===== config.mk =====
export PLATFORM = sky130hd
export DESIGN_NAME = ctrl_sequencer
export DESIGN_NICKNAME = d
export VERILOG_FILES = /design/src/rtl/ctrl_sequencer.sv
export SDC_FILE = /design/constraint.sdc
export NUM_CORES = 1
export LEC_CHECK = 0
export ABC_CLOCK_PERIOD_IN_PS = 7300
export CAP_MARGIN = 20
export CELL_PAD_IN_SITES_DETAIL_PLACEMENT = 0
export CELL_PAD_IN_SITES_GLOBAL_PLACEMENT = 1
export CORE_ASPECT_RATIO = 0.6
export CORE_MARGIN = 4
export CORE_UTILIZATION = 51
export DETAILED_ROUTE_END_ITERATION = 10
export DONT_BUFFER_PORTS = 1
export PLACE_DENSITY_LB_ADDON = 0.08
export SETUP_SLACK_MARGIN = 0.02
export SLEW_MARGIN = 0
export SYNTH_ARGS = -nofsm -noshare
export SYNTH_HDL_FRONTEND = slang
export SYNTH_SLANG_ARGS = --single-unit
export TNS_END_PERCENT = 30

===== constraint.sdc =====
create_clock -name Clk -period 7.3 [get_ports Clk]
set_clock_uncertainty 0.1 [all_clocks]
set_input_delay 0.365 -clock Clk [delete_from_list [all_inputs] [get_ports Clk]]
set_output_delay 0.365 -clock Clk [all_outputs]
set_load 0.01 [all_outputs]

===== src/rtl/ctrl_sequencer.sv =====
// ctrl_sequencer: fetch/decode/execute control unit for the 16-bit RF processor.
// Holds PC and IR, drives a synchronous instruction ROM (1-cycle read latency),
// the data memory (with wait states), the register file and the ALU.
// Control outputs are Moore outputs registered from the next state and next IR,
// so they change together with OutState and clear as soon as Rst rises.
module ctrl_sequencer #(
    parameter int unsigned PC_W            = 7,
    parameter int unsigned START_ADDR      = 0,
    parameter bit          HALT_ON_ILLEGAL = 1'b1
) (
    input  logic            Clk,
    input  logic            Rst,
    input  logic [15:0]     I_Data,
    input  logic            D_Ready,
    input  logic            Ra_Zero,
    output logic [PC_W-1:0] I_Addr,
    output logic [PC_W-1:0] PC_Out,
    output logic [15:0]     IR_Out,
    output logic [3:0]      OutState,
    output logic [3:0]      NextState,
    output logic [7:0]      D_Addr,
    output logic            D_Rd,
    output logic            D_Wr,
    output logic [1:0]      RF_s,
    output logic            RF_W_en,
    output logic [3:0]      RF_W_Addr,
    output logic [3:0]      RF_Ra_Addr,
    output logic [3:0]      RF_Rb_Addr,
    output logic [2:0]      Alu_s0,
    output logic [7:0]      Imm,
    output logic            Halted
);

    typedef enum logic [3:0] {
        S_INIT   = 4'd0,
        S_FETCH  = 4'd1,
        S_DECODE = 4'd2,
        S_NOOP   = 4'd3,
        S_LOAD_A = 4'd4,
        S_LOAD_B = 4'd5,
        S_STORE  = 4'd6,
        S_ADD    = 4'd7,
        S_SUB    = 4'd8,
        S_HALT   = 4'd9,
        S_LDI    = 4'd10,
        S_JMP    = 4'd11,
        S_BRZ    = 4'd12,
        S_REFILL = 4'd13
    } state_t;

    typedef struct packed {
        logic [7:0] d_addr;
        logic       d_rd;
        logic       d_wr;
        logic [1:0] rf_s;
        logic       rf_w_en;
        logic [3:0] rf_w_addr;
        logic [3:0] rf_ra_addr;
        logic [3:0] rf_rb_addr;
        logic [2:0] alu_s0;
        logic [7:0] imm;
        logic       halted;
    } ctrl_t;

    localparam logic [PC_W-1:0] START_PC  = PC_W'(START_ADDR);
    localparam ctrl_t           CTRL_IDLE = '0;

    state_t          state_r;
    state_t          next_state_s;
    logic [PC_W-1:0] pc_r;
    logic [15:0]     ir_r;
    logic [15:0]     next_ir_s;
    ctrl_t           ctrl_r;
    logic [PC_W-1:0] pc_inc_s;
    logic [PC_W-1:0] br_off_s;
    logic [PC_W-1:0] br_tgt_s;

    // Opcode dispatch out of DECODE; unassigned opcodes follow the illegal policy.
    function automatic state_t dispatch(input logic [3:0] opc);
        state_t st;
        case (opc)
            4'h0:    st = S_NOOP;
            4'h1:    st = S_STORE;
            4'h2:    st = S_LOAD_A;
            4'h3:    st = S_ADD;
            4'h4:    st = S_SUB;
            4'h5:    st = S_HALT;
            4'h6:    st = S_LDI;
            4'h7:    st = S_JMP;
            4'h8:    st = S_BRZ;
            default: st = HALT_ON_ILLEGAL ? S_HALT : S_NOOP;
        endcase
        return st;
    endfunction

    // Moore control word for a given state and instruction register.
    function automatic ctrl_t ctrl_for(input state_t st, input logic [15:0] ir);
        ctrl_t c;
        c = CTRL_IDLE;
        case (st)
            S_LOAD_A: begin
                c.d_addr = ir[7:0];
                c.d_rd   = 1'b1;
            end
            S_LOAD_B: begin
                c.d_addr    = ir[7:0];
                c.rf_s      = 2'b01;
                c.rf_w_addr = ir[11:8];
                c.rf_w_en   = 1'b1;
            end
            S_STORE: begin
                c.d_addr     = ir[7:0];
                c.rf_ra_addr = ir[11:8];
                c.d_wr       = 1'b1;
            end
            S_ADD, S_SUB: begin
                c.rf_ra_addr = ir[11:8];
                c.rf_rb_addr = ir[7:4];
                c.rf_w_addr  = ir[3:0];
                c.rf_w_en    = 1'b1;
                c.rf_s       = 2'b00;
                c.alu_s0     = (st == S_ADD) ? 3'b001 : 3'b010;
            end
            S_LDI: begin
                c.imm       = ir[7:0];
                c.rf_s      = 2'b10;
                c.rf_w_addr = ir[11:8];
                c.rf_w_en   = 1'b1;
            end
            S_BRZ: begin
                c.rf_ra_addr = ir[11:8];
            end
            S_HALT: begin
                c.halted = 1'b1;
            end
            default: begin
                c = CTRL_IDLE;
            end
        endcase
        return c;
    endfunction

    // PC arithmetic: sequential increment and sign-extended relative branch, both modulo 2^PC_W.
    assign pc_inc_s = pc_r + PC_W'(1'b1);
    assign br_off_s = PC_W'($signed(ir_r[7:0]));
    assign br_tgt_s = pc_r + br_off_s;

    // Next-state logic; unused encodings fall back to INIT.
    always_comb begin
        next_state_s = S_INIT;
        case (state_r)
            S_INIT:   next_state_s = S_REFILL;
            S_REFILL: next_state_s = S_FETCH;
            S_FETCH:  next_state_s = S_DECODE;
            S_DECODE: next_state_s = dispatch(ir_r[15:12]);
            S_NOOP, S_LOAD_B, S_ADD, S_SUB, S_LDI: next_state_s = S_FETCH;
            S_STORE: begin
                if (D_Ready) next_state_s = S_FETCH;
                else         next_state_s = S_STORE;
            end
            S_LOAD_A: begin
                if (D_Ready) next_state_s = S_LOAD_B;
                else         next_state_s = S_LOAD_A;
            end
            S_JMP: next_state_s = S_REFILL;
            S_BRZ: begin
                if (Ra_Zero) next_state_s = S_REFILL;
                else         next_state_s = S_FETCH;
            end
            S_HALT:  next_state_s = S_HALT;
            default: next_state_s = S_INIT;
        endcase
    end

    // IR captures the ROM word only in FETCH; registered outputs are decoded from it.
    always_comb begin
        if (state_r == S_FETCH) next_ir_s = I_Data;
        else                    next_ir_s = ir_r;
    end

    // Sequencer state, PC, IR and registered control outputs.
    always_ff @(posedge Clk or posedge Rst) begin
        if (Rst) begin
            state_r <= S_INIT;
            pc_r    <= START_PC;
            ir_r    <= 16'h0000;
            ctrl_r  <= CTRL_IDLE;
        end else begin
            state_r <= next_state_s;
            ir_r    <= next_ir_s;
            ctrl_r  <= ctrl_for(next_state_s, next_ir_s);
            case (state_r)
                S_FETCH: pc_r <= pc_inc_s;
                S_JMP:   pc_r <= ir_r[PC_W-1:0];
                S_BRZ: begin
                    if (Ra_Zero) pc_r <= br_tgt_s;
                    else         pc_r <= pc_r;
                end
                default: pc_r <= pc_r;
            endcase
        end
    end

    assign I_Addr     = pc_r;
    assign PC_Out     = pc_r;
    assign IR_Out     = ir_r;
    assign OutState   = state_r;
    assign NextState  = next_state_s;
    assign D_Addr     = ctrl_r.d_addr;
    assign D_Rd       = ctrl_r.d_rd;
    assign D_Wr       = ctrl_r.d_wr;
    assign RF_s       = ctrl_r.rf_s;
    assign RF_W_en    = ctrl_r.rf_w_en;
    assign RF_W_Addr  = ctrl_r.rf_w_addr;
    assign RF_Ra_Addr = ctrl_r.rf_ra_addr;
    assign RF_Rb_Addr = ctrl_r.rf_rb_addr;
    assign Alu_s0     = ctrl_r.alu_s0;
    assign Imm        = ctrl_r.imm;
    assign Halted     = ctrl_r.halted;

endmodule

* After elaboration in Yosys (flattened, before gate mapping)
Memory sizes are Yosys's and may differ from the RTL's.
Index checks and enable logic that the tools add are counted.
** Word-level totals
- Output and inout bits :: 75
- Register bits :: 64
- Logic and storage cells :: 64
- Memories :: 1
- Memory bits (read-only) :: 64
** Operators by class
- Eq/ne operators :: 22
- $add $sub $neg :: 2
- Reduce and logical (&&, ||, !) cells :: 8
- Mux-type cells :: 16
** Memory list
- (name not given) :: words 16, width 4, read ports 1, clocked after Yosys merged registers in 0, write ports 0, RTL line 81 : case (opc)
** Operator list (count)
- $pmux 7 s3 :: 2
- $eq 4x4->1 const B :: 10
- $eq 4x3->1 const B :: 8
- $pmux 4 s8 :: 1
- $mux 8 :: 2
- $mux 7 :: 2
- $mux 12 :: 1
- $eq 4x2->1 const B :: 2
- $mux 4 :: 2
- $add 7x1->7 const B :: 1
- $add 7x7->7 :: 1
- $reduce_or 6->1 :: 1
- $eq 4x1->1 const B :: 1
- $logic_not 4->1 :: 1
- $mux 1 :: 4
- $reduce_or 2->1 :: 2
- $reduce_or 4->1 :: 1
- $mux 3 :: 1
- $reduce_bool 3->1 :: 1
- $reduce_or 3->1 :: 1
- $mux 2 :: 1
- $ne 2x2->1 const B :: 1
- $reduce_and 2->1 :: 1

* Depth between registers and ports, before layout
- Depth after elaboration :: 6
- Depth in mapped cells :: 13
- Gate-level depth less buffers :: 12

* Worst setup path before layout
Ideal clock, no wire load.
- Path kind :: reg2reg
- Start point :: register state_r[0] (netlist: OutState[0])
- End point :: register pc_r[6] (netlist: I_Addr[6])
- Required time :: 7121 ps
- Cell stages (with the launch flop) :: 14
- Arrival :: 2286 ps
- Path buffers :: 1
- Setup slack :: 4835 ps
- Cells stage by stage :: dfrtp_1 clkbuf_1 inv_1 nand3_1 or3_1 ha_1 inv_1 fa_1 nor2b_1 o21ai_0 nand2b_1 a21o_1 a21oi_1 mux2i_1
** Between the ends
- Word-level cells in the longest chain between the ends :: 3
- Elaborated cells on any way between the ends :: 7
- Those cells by class :: eq/ne (4); mux (1); reduce/logical (2)
** RTL lines
- start: declaration :: RTL line 68 : state_t state_r;
- start signal: assignment :: RTL line 189 : state_r <= next_state_s;
- $eq 4x4->1 / $eq 4x1->1 (equally long branches) :: RTL line 192 : case (state_r)
- $ne 2x2->1 (no source line) / $reduce_bool 3->1 (equally long branches)
- $reduce_and 2->1 (no source line)
- end signal: assignment :: RTL line 193 : S_FETCH: pc_r <= pc_inc_s;
- end signal: assignment :: RTL line 194 : S_JMP: pc_r <= ir_r[PC_W-1:0];
- end signal: assignment :: RTL line 196 : if (Ra_Zero) pc_r <= br_tgt_s;
- end: declaration :: RTL line 70 : logic [PC_W-1:0] pc_r;
Several ways; a longest one is shown, not always the timed one.
A chain may end at the register's enable or synchronous reset.

* Final worst setup path
- Start point :: register state_r[1] (netlist: OutState[1])
- End point :: register ctrl_r (netlist bit RF_Rb_Addr[1])
** Between the ends
- Word-level cells in the longest chain between the ends :: 6
- Elaborated cells on any way between the ends :: 22
- Those cells by class :: eq/ne (15); mux (3); reduce/logical (4)
** RTL lines
- $eq 4x2->1, or another cell as far along :: RTL line 151 : case (state_r)
- $reduce_or 6->1 (no source line) / $reduce_or 2->1 (equally long branches)
- $pmux 4 s8 * :: RTL line 151
- via NextState[1] :: RTL line 20 : output logic [3:0] NextState,
- $eq 4x3->1 / $eq 4x4->1 (equally long branches) :: RTL line 100 : case (st)
- $reduce_or 2->1 * :: RTL line 100
- $mux 7 * :: RTL line 100
- end signal: assignment :: RTL line 191 : ctrl_r <= ctrl_for(next_state_s, next_ir_s);
- end: declaration :: RTL line 73 : ctrl_t ctrl_r;
The timed path passes the listed nets; every way through them passes the cells marked *.

==> impl_metrics.yaml <==
layout:
  nets: 318
  instances_no_fill: 374
  nFillCells: 506
  regArea_mm2: 0.001577
  syn_to_final_growth_pct: 7.609
  drive_gt1_frac: 0.1088
  diodes: 0
  multi_input_area_mm2: 0.001216
setup_path:
  required_ns: 7.42
  path_class: "flop to flop"
  crit_path_end_kind: "flop"
  timing.rr.start: "OutState[1]"
  cp-start-kind: "flop"
  rr_worst_depth: 7
  cp_data_arrival_time_ns: 3.33
  r2r_end: "RF_Rb_Addr[1]"
  critPathMaxFanout: 16
  ff2ff_setup_slack_ns: 4.10
detailed_routing:
  via_count: 2087
  ant_nets: 0
  first_pass_iters: 4
  wirelength_mm: 6.838
  drt_iter0_markers: 102
  viasPerCell: 5.580
  avgRoutedWirePerCell_um: 18.28
  post-route-drc-count: 0
logic_synthesis:
  synthMuxAreaShare: 0.05738
  synthAdderAreaFrac: 0.03992
  synthDistinctLibCells: 54
  synth_top_family_by_area: "simple AND/OR/NAND/NOR gates"
  synth_edf_count: 0
  synthCells: 294
  ys_seq_area_frac: 0.5239
  ys_ff_latch: 63
  synth_compound_area_frac: 0.1447
  synth_fp_nets: 323
  synthXorXnorAreaFrac: 0.005821
  synthFlopType: "dfrtp_1"
  ys_warn_count: 0
  syn_area_mm2: 0.003009
  post_synth_and_or_nand_nor_area_fraction: 0.1551
  syn_area_per_cell_um2: 10.24
  ys_async_sr_fraction: 1.000
flow_run:
  cap_violations: 0
clock_tree:
  clock_latency_ns: 0.35
  ctsResizeCount: 0
  cts_buffer_depth: 2
  clk_pin_slew_worst_paths_ns: 0.08
  cts_tree: "built"
  clock_sinks: 63
  numCtsBuffers: 9
  root_buffer: "clkbuf_8"
  cts.htree.levels: 3
die:
  core_area_mm2: 0.005649
  rows: 21
  dieArea_mm2: 0.007234
  die_x_um: 107.2
  die_h_um: 67.50
  start_util: 0.5327
  io_pins: 95
timing:
  rsz0062_at_grt: "no"
  setup_viol: 0
  worst_pin_slew_ns: 0.8821
  tns_ns: 0
  post-route-min-period_ns: 3.205
  period_share: 0.4390
  max_freq_mhz: 312.0
  report.final.slew_viol_count: 0
  slew_headroom: 0.4097
  hold_viol_final: 0
global_routing:
  antenna_found_initial: 0
  grt_usage: 0.2062
  grt_remaining_overflow: 0
  met2_usage: 0.2796
  grt_pass1_wl_mm: 11.01
  grt_max_degree: 54
  use_met1: 0.2926
  grt_pass1_vias: 1985
  top_usage_layer: "met1"
  met3_usage: 0.1041
placed_design:
  place_inst: 357
  io_buffers: 0
  place.gp.congestion: 0.7926
  dp_hpwl_mm: 4.920
hold_path:
  hold_depth: 2
  hp-start: "I_Data[13]"
  hp-class: "input pin to flop"
  hold_end: "IR_Out[13]"
power:
  p_leak_uw: 0.001599
  ir_worst_vdd_mv: 0.2412
  power.density_mw_per_mm2: 537.2
status:
  status: "completed"
## sequential cells by signal (all words and copies together), names as in the netlist, 4 cells and up
register    cells
IR_Out         16
D_Addr          8
Imm             8
I_Addr          7
OutState        4
RF_Ra_Addr      4
RF_Rb_Addr      4
RF_W_Addr       4
## cell families (layout without fill, tap and decap cells)
family,after synthesis,in the layout
buffers and inverters,45,45
adders and majority gates,9,9
DFF,63,63
AOI/OAI and AO/OA,62,62
other,1,1
muxes,17,17
xor gates and xnor gates,2,2
and+or+nand+nor,95,95
## cells in the final DEF (no fill, tap or decap), types with 3 or more instances in the layout
| cell type | n |
|---|---|
| a31oi_1 | 3 |
| inv_1 | 24 |
| a21oi_1 | 12 |
| o31ai_1 | 5 |
| ha_1 | 8 |
| o2111ai_1 | 4 |
| nor2b_1 | 3 |
| nand2b_1 | 4 |
| nor2_1 | 39 |
| nor3_1 | 4 |
| o21ai_0 | 13 |
| nand2_1 | 24 |
| and3_1 | 6 |
| mux2i_1 | 15 |
| clkbuf_8 | 9 |
| a211oi_1 | 3 |
| a21o_1 | 4 |
| dfrtp_1 | 63 |
## power breakdown
part	internal, uW	switching (uW)
Clock	195	145
Sequential	486	230
Combinational	246	437
Total	926	813
## area by class of cell
class / count / area share
well taps: 80 / 0.03091
inverters: 26 / 0.03053
flip-flops and latches: 63 / 0.4869
multi-input cells: 186 / 0.3756
clock buffers: 10 / 0.03941
repair buffers: 3 / 0.007728
clock inverters: 6 / 0.02898
## routing by layer
metal,vias to the layer above,part of all wire
met1,999,0.48
met3,7,0.11
met2,85,0.40
met4,0,0.0099
met5,-,0
li1,996,-
## through the flow
| step | total power (uW) | setup slack [ns] | hold WS, ns | util | cell area [um2] |
|---|---|---|---|---|---|
| global placement | 1409 | 4.273 | 0.07623 | 0.5322 | 3007 |
| CTS | 1752 | 4.102 | 0.04094 | 0.5732 | 3238 |
| detailed placement | 1411 | 4.123 | 0.07734 | 0.5322 | 3007 |
| global route | 1889 | 3.721 | 0.05230 | 0.5732 | 3238 |
| finish | 1739 | 4.095 | 0.04029 | 0.5732 | 3238 |
| floorplan | 1264 | 4.835 | 0.3818 | - | 3009 |
## how the worst max path moves through the flow
stage,from,end,slack (ns),cells past startpoint
final,OutState[1],RF_Rb_Addr[1],4.10,7
after global routing,OutState[1],D_Addr[2],3.72,7
after CTS,OutState[1],D_Addr[2],4.10,7
after detailed placement,OutState[1],RF_Rb_Addr[1],4.12,7
after global placement,OutState[1],RF_Rb_Addr[3],4.27,7
after floorplan,OutState[0],I_Addr[6],4.83,13
## worst max-delay path, stage by stage, from the launching register on
cell	delay (ns)
dfrtp_1	0.67
inv_1	0.24
a21oi_1	0.18
a2bb2oi_1	0.72
inv_1	0.54
o21ai_1	0.28
o22a_1	0.27
nor2_1	0.06
## repair_timing
item / 4_1_cts / 5_1_grt
setup buffers: 0 / 0
hold endpoints to repair: 10 / 0
hold buffers: 1 / 0
## synthesized netlist by cell type, types with 3 or more instances
master	number	area, um2
a211oi_1	3	22.52
a21o_1	4	30.03
a21oi_1	12	60.06
a31oi_1	3	18.77
and3_1	6	37.54
buf_2	4	20.02
buf_4	9	67.56
clkbuf_1	5	18.77
dfrtp_1	63	1577
ha_1	8	100.1
inv_1	25	93.84
mux2i_1	15	150.1
nand2_1	24	90.09
nand2b_1	4	25.02
nor2_1	39	146.4
nor2b_1	3	18.77
nor3_1	4	20.02
o2111ai_1	4	35.03
o21ai_0	13	65.06
o31ai_1	5	37.54
No activity file was read; power rests on OpenSTA's default activity.
